## src/rtl/timer_ctrl_if.sv

```systemverilog
// Host-side command/status bundle for timer_ctrl.
// The ovf_cnt_out status field exists only when TIMER_CTRL_OVF_CNT_EN is defined.
interface timer_ctrl_if #(
  parameter int WIDTH   = 4,
  parameter int PRESC_W = 4
);
  logic               start_in;
  logic               stop_in;
  logic               mode_in;
  logic [WIDTH-1:0]   period_in;
  logic [PRESC_W-1:0] presc_in;
  logic               ack_in;
  logic               busy_out;
  logic               tick_out;
  logic [WIDTH-1:0]   count_out;
  logic               tc_out;
  logic               done_out;
`ifdef TIMER_CTRL_OVF_CNT_EN
  logic [3:0]         ovf_cnt_out;

  modport master (
    output start_in, stop_in, mode_in, period_in, presc_in, ack_in,
    input  busy_out, tick_out, count_out, tc_out, done_out, ovf_cnt_out
  );
  modport slave (
    input  start_in, stop_in, mode_in, period_in, presc_in, ack_in,
    output busy_out, tick_out, count_out, tc_out, done_out, ovf_cnt_out
  );
`else
  modport master (
    output start_in, stop_in, mode_in, period_in, presc_in, ack_in,
    input  busy_out, tick_out, count_out, tc_out, done_out
  );
  modport slave (
    input  start_in, stop_in, mode_in, period_in, presc_in, ack_in,
    output busy_out, tick_out, count_out, tc_out, done_out
  );
`endif
endinterface

```

## src/rtl/timer_ctrl.sv

```systemverilog
// Gated interval timer: prescaler + WIDTH-bit counter sequenced by an IDLE/RUN/DONE FSM.
// Optional missed-acknowledge counter enabled by the TIMER_CTRL_OVF_CNT_EN macro.
module timer_ctrl #(
  parameter int WIDTH   = 4,
  parameter int PRESC_W = 4
) (
  input  logic          clk_in,
  input  logic          rst_n_in,
  timer_ctrl_if.slave   bus
);

  typedef enum logic [1:0] {
    IDLE = 2'd0,
    RUN  = 2'd1,
    DONE = 2'd2
  } state_t;

  state_t             state_reg;
  state_t             state_next;
  logic [PRESC_W-1:0] presc_cnt_reg;
  logic [PRESC_W-1:0] presc_reg;
  logic [WIDTH-1:0]   count_reg;
  logic [WIDTH-1:0]   period_reg;
  logic               mode_reg;
  logic               done_reg;

  logic tick;
  logic tc;
  logic busy;
  logic start_accept;

  // stop_in outranks a start presented in the same cycle
  assign start_accept = (state_reg == IDLE) && bus.start_in && !bus.stop_in;

  // State register
  always_ff @(posedge clk_in or negedge rst_n_in) begin
    if (!rst_n_in) begin
      state_reg <= IDLE;
    end else begin
      state_reg <= state_next;
    end
  end

  // Next-state logic
  always_comb begin
    state_next = state_reg;
    if (bus.stop_in) begin
      state_next = IDLE;
    end else begin
      case (state_reg)
        IDLE:    if (bus.start_in) state_next = RUN;
        RUN:     if (tc && !mode_reg) state_next = DONE;
        DONE:    if (bus.ack_in) state_next = IDLE;
        default: state_next = IDLE;
      endcase
    end
  end

  // Output decode: purely from registered state, no input paths
  always_comb begin
    busy = (state_reg == RUN);
    tick = busy && (presc_cnt_reg == presc_reg);
    tc   = tick && (count_reg == period_reg);
  end

  // Prescaler, counter, configuration latch and sticky done flag
  always_ff @(posedge clk_in or negedge rst_n_in) begin
    if (!rst_n_in) begin
      presc_cnt_reg <= '0;
      presc_reg     <= '0;
      count_reg     <= '0;
      period_reg    <= '0;
      mode_reg      <= 1'b0;
      done_reg      <= 1'b0;
    end else if (bus.stop_in) begin
      presc_cnt_reg <= '0;
      count_reg     <= '0;
      done_reg      <= 1'b0;
    end else if (start_accept) begin
      mode_reg      <= bus.mode_in;
      period_reg    <= bus.period_in;
      presc_reg     <= bus.presc_in;
      presc_cnt_reg <= '0;
      count_reg     <= '0;
      done_reg      <= 1'b0;
    end else if (state_reg == RUN) begin
      presc_cnt_reg <= tick ? '0 : presc_cnt_reg + 1'b1;
      if (tick) begin
        count_reg <= tc ? '0 : count_reg + 1'b1;
      end
      // a completion in the same cycle as ack_in keeps the flag set
      if (tc) begin
        done_reg <= 1'b1;
      end else if (bus.ack_in) begin
        done_reg <= 1'b0;
      end
    end else begin
      presc_cnt_reg <= '0;
      count_reg     <= '0;
      if (bus.ack_in) begin
        done_reg <= 1'b0;
      end
    end
  end

`ifdef TIMER_CTRL_OVF_CNT_EN
  logic [3:0] ovf_cnt_reg;

  // Counts completions that land on an still-unacknowledged done flag
  always_ff @(posedge clk_in or negedge rst_n_in) begin
    if (!rst_n_in) begin
      ovf_cnt_reg <= 4'd0;
    end else if (start_accept) begin
      ovf_cnt_reg <= 4'd0;
    end else if (tc && done_reg && !bus.ack_in && (ovf_cnt_reg != 4'd15)) begin
      ovf_cnt_reg <= ovf_cnt_reg + 4'd1;
    end
  end

  assign bus.ovf_cnt_out = ovf_cnt_reg;
`endif

  assign bus.busy_out  = busy;
  assign bus.tick_out  = tick;
  assign bus.tc_out    = tc;
  assign bus.count_out = count_reg;
  assign bus.done_out  = done_reg;

endmodule
```

## src/flat_wrapper.sv

```systemverilog
// flat-port wrapper written by rule: the top's interface ports become plain ports
module timer_ctrl_flat 
#(
  parameter int WIDTH   = 4,
  parameter int PRESC_W = 4
)
  (clk_in, rst_n_in, bus_start_in, bus_stop_in, bus_mode_in, bus_period_in, bus_presc_in, bus_ack_in, bus_busy_out, bus_tick_out, bus_count_out, bus_tc_out, bus_done_out);
  timer_ctrl_if #(.WIDTH(WIDTH), .PRESC_W(PRESC_W)) bus_i ();
  input  logic clk_in;
  input  logic rst_n_in;
  input wire logic [$bits(bus_i.start_in)-1:0] bus_start_in;
  input wire logic [$bits(bus_i.stop_in)-1:0] bus_stop_in;
  input wire logic [$bits(bus_i.mode_in)-1:0] bus_mode_in;
  input wire logic [$bits(bus_i.period_in)-1:0] bus_period_in;
  input wire logic [$bits(bus_i.presc_in)-1:0] bus_presc_in;
  input wire logic [$bits(bus_i.ack_in)-1:0] bus_ack_in;
  output wire logic [$bits(bus_i.busy_out)-1:0] bus_busy_out;
  output wire logic [$bits(bus_i.tick_out)-1:0] bus_tick_out;
  output wire logic [$bits(bus_i.count_out)-1:0] bus_count_out;
  output wire logic [$bits(bus_i.tc_out)-1:0] bus_tc_out;
  output wire logic [$bits(bus_i.done_out)-1:0] bus_done_out;
  assign bus_i.start_in = bus_start_in;
  assign bus_i.stop_in = bus_stop_in;
  assign bus_i.mode_in = bus_mode_in;
  assign bus_i.period_in = bus_period_in;
  assign bus_i.presc_in = bus_presc_in;
  assign bus_i.ack_in = bus_ack_in;
  assign bus_busy_out = bus_i.busy_out;
  assign bus_tick_out = bus_i.tick_out;
  assign bus_count_out = bus_i.count_out;
  assign bus_tc_out = bus_i.tc_out;
  assign bus_done_out = bus_i.done_out;
  timer_ctrl #(.WIDTH(WIDTH), .PRESC_W(PRESC_W)) u_core (.clk_in(clk_in), .rst_n_in(rst_n_in), .bus(bus_i));
endmodule
```

## config.mk

```make
export PLATFORM = sky130hd
export DESIGN_NAME = timer_ctrl_flat
export DESIGN_NICKNAME = d
export VERILOG_FILES = /design/src/rtl/timer_ctrl_if.sv /design/src/rtl/timer_ctrl.sv /design/src/flat_wrapper.sv
export SDC_FILE = /design/constraint.sdc
export NUM_CORES = 1
export LEC_CHECK = 0
export CAP_MARGIN = 20
export CORE_MARGIN = 1
export CORE_UTILIZATION = 35
export CTS_CLUSTER_DIAMETER = 100
export DETAILED_ROUTE_END_ITERATION = 6
export GPL_TIMING_DRIVEN = 0
export SLEW_MARGIN = 40
export SYNTH_ARGS = -nofsm -noshare
export SYNTH_HDL_FRONTEND = slang
export SYNTH_SLANG_ARGS = --single-unit
```

## constraint.sdc

```tcl
create_clock -name clk_in -period 1.35 [get_ports clk_in]
set_clock_uncertainty 0.15 [all_clocks]
set_input_delay 0.135 -clock clk_in [delete_from_list [all_inputs] [get_ports clk_in]]
set_output_delay 0.135 -clock clk_in [all_outputs]
set_load 0.02 [all_outputs]
```

==> results.yml <==
status:
  status: "finished with violations"
  violations: "setup timing"
setup_path:
  r2r-start: "u_core.presc_cnt_reg[0]"
  slowest_delay_ns: 0.42
  r2r_cells: 6
  crit_path_end_kind: "output port"
  path_buf_inv: 1
  r2r_end: "u_core.state_reg[1]"
  worst-r2r-setup-slack_ns: -0.44
  cp_cell_sequence: "xnor2_2 -> nand4_4 -> or2_4 -> nor2_4 -> buf_6"
  critical_path.top_delay_family: "simple AND/OR/NAND/NOR gates"
  cp.required_ns: 1.07
  crit_type: "reg -> out"
  cp_num_cells: 5
  startpoint_type: "register"
  cp_max_fo: 2
  worst_path_max_delay_cell: "dfrtp_1"
  arrival_ns: 1.53
min_path:
  hp-class: "in -> async"
sta:
  rsz0062_at_grt: "true"
  hold_viol: 0
  drv_slew: 0
  period_minus_slack_ns: 1.82
  tightest_slew_ns: 0.519
  setup_violations: 23
  max_freq_mhz: 550
  setup-tns-final_ns: -6.23
  worst_slack_ns: -0.467
  slew_headroom_pct: 65.4
  finalCritPeriodShare_pct: 135
global_route:
  use_met2_pct: 25.7
  grt_busiest_layer: "met2"
  met1_usage_pct: 23.5
  antenna_found_initial: 0
  met3_usage_pct: 2.09
  grt_pass1_vias: 840
  grt_max_degree: 21
  overflow: 0
  grt_use_total_pct: 16.4
  grt_pass1_wl_mm: 3.94
synth:
  ys_seq_area_share_pct: 48.6
  syn_area_um2: 1030
  synth_common_cells: "dfrtp_1, mux2_2, nor2_1, xnor2_1"
  synth_edf_count: 0
  synth_seq_cells: 20
  synth.most_common_cell: "dfrtp_1"
  synthArstFlopShare_pct: 100
  synth_nets: 95
  synth_top_area_cell: "dfrtp_1"
  synth.area.top_cells: "dfrtp_1, mux2_2, xnor2_2, xnor2_1, o41ai_2"
  synth_top_area_share_pct: 48.6
  avgSynthCellArea_um2: 13.0
  synth_cells: 79
  ys_types: 30
  synth_top_flop_cell: "dfrtp_1"
  ys_warn_count: 0
drt:
  ant_nets: 0
  drt_iter0_markers: 10
  vias: 798
  firstDrtPassIters: 4
  wl_per_cell_um: 14.9
  vias_per_cell: 5.08
  drc: 0
  drt_wl_total_mm: 2.35
cts:
  cts.path.max_buffers: 2
  cts-root-buf: "clkbuf_4"
  cts_max_level: 1
  cts_tree: "yes"
  clock_latency_ns: 0.29
  cts_buffers: 3
  cts.reportedPaths.clkPinSlew_ns: 0.12
  cts.sinks: 20
placed_design:
  hpwl_mm: 1.42
  port_buffers: 21
  dpl-instance-area_um2: 1350
  gp_congestion: 0.759
floorplan:
  die_x_um: 56.2
  die_h_um: 56.2
  ioPinCount: 22
  fp.dieArea_um2: 3160
  start_util_pct: 37.0
  rows: 19
  core_area_um2: 2780
finish:
  areaGrowthSynthToFinish_pct: 63.7
  drive_above_1_share_pct: 62.7
  antennaDiodeCount: 0
  finalNetCount: 143
  postLayoutCellArea_um2: 1690
job:
  maxCapViolCount: 0
power:
  peakVddDrop_v: 0.000809
  powerDensity_nw_per_um2: 989
  power.total_mw: 1.67
  power.leakage_nw: 0.743
==> routing by layer <==
metal  vias to the layer above  wire (um)
met1                       397       1080
met3                         2        100
met4                         0         12
met5                         -          0
li1                        383          -
met2                        16       1150
==> final cells by class <==
cell class,count,area [um2]
multi-input cells,58,679
clock buffers,4,36.3
repair buffers,43,419
flip-flops and latches,20,508
well taps,31,38.8
inverters,1,3.75
fillers,228,1100
==> cells by family after synthesis <==
logic type               count (synthesis)  synth area share, %
AO/OA/AOI/OAI                            9                 7.78
XOR/XNOR                                10                 11.4
adder cells (fa/ha/maj)                  2                 2.43
buffers and inverters                    1                0.364
flip-flops                              20                 48.6
multiplexers                             9                 9.84
AND/OR/NAND/NOR                         28                 19.6
==> worst max path at each step <==
stage	start	end	slack [ns]
2_1_floorplan	u_core.bus.count_out[2]	u_core.state_reg[1]	-0.16
3_3_place_gp	u_core.presc_cnt_reg[0]	bus_tc_out	-0.77
3_5_place_dp	u_core.presc_cnt_reg[2]	bus_tc_out	-0.77
4_1_cts	u_core.bus.count_out[1]	bus_tc_out	-0.50
5_1_grt	u_core.presc_cnt_reg[3]	bus_tc_out	-0.56
6_report	u_core.presc_cnt_reg[0]	bus_tc_out	-0.47
==> through the flow <==
stage                     setup slack (ns)  hold slack (ns)  util (%)  instances
final                               -0.467            0.174      60.6        157
after global routing                -0.559            0.191      60.6        157
after CTS                           -0.499            0.164      59.1        155
after detailed placement            -0.767          -0.0347      48.5        131
after global placement              -0.769            0.369      48.7        131
after floorplan                     -0.160           -0.311         -         79
==> timing repair <==
action | 4_1_cts | 5_1_grt
gates resized for setup | 60 | 13
buffers inserted | 18 | 5
hold buffers | 1 | 0
pin swaps | 14 | 11
setup endpoints to repair | 28 | 27
cloned | 1 | 0
endpoints found under the hold margin | 20 | 0
==> report_power, final <==
| part | total (mW) | internal [mW] | switching, mW |
|---|---|---|---|
| clock network | 0.344 | 0.164 | 0.180 |
| logic | 0.566 | 0.347 | 0.219 |
| registers | 0.757 | 0.674 | 0.0822 |
| total | 1.67 | 1.19 | 0.481 |
==> placed cells by master (no fill, tap or decap), types with 3 or more instances in the layout <==
master	netlist	final
nand3_1	4	3
clkbuf_4	0	3
o21ai_2	0	3
xnor2_2	4	8
dfrtp_2	0	6
clkdlybuf4s50_1	0	12
buf_6	0	14
nor2_1	6	4
dfrtp_1	20	14
buf_4	0	13
mux2_4	0	9
(Power assumes the default switching activity.)
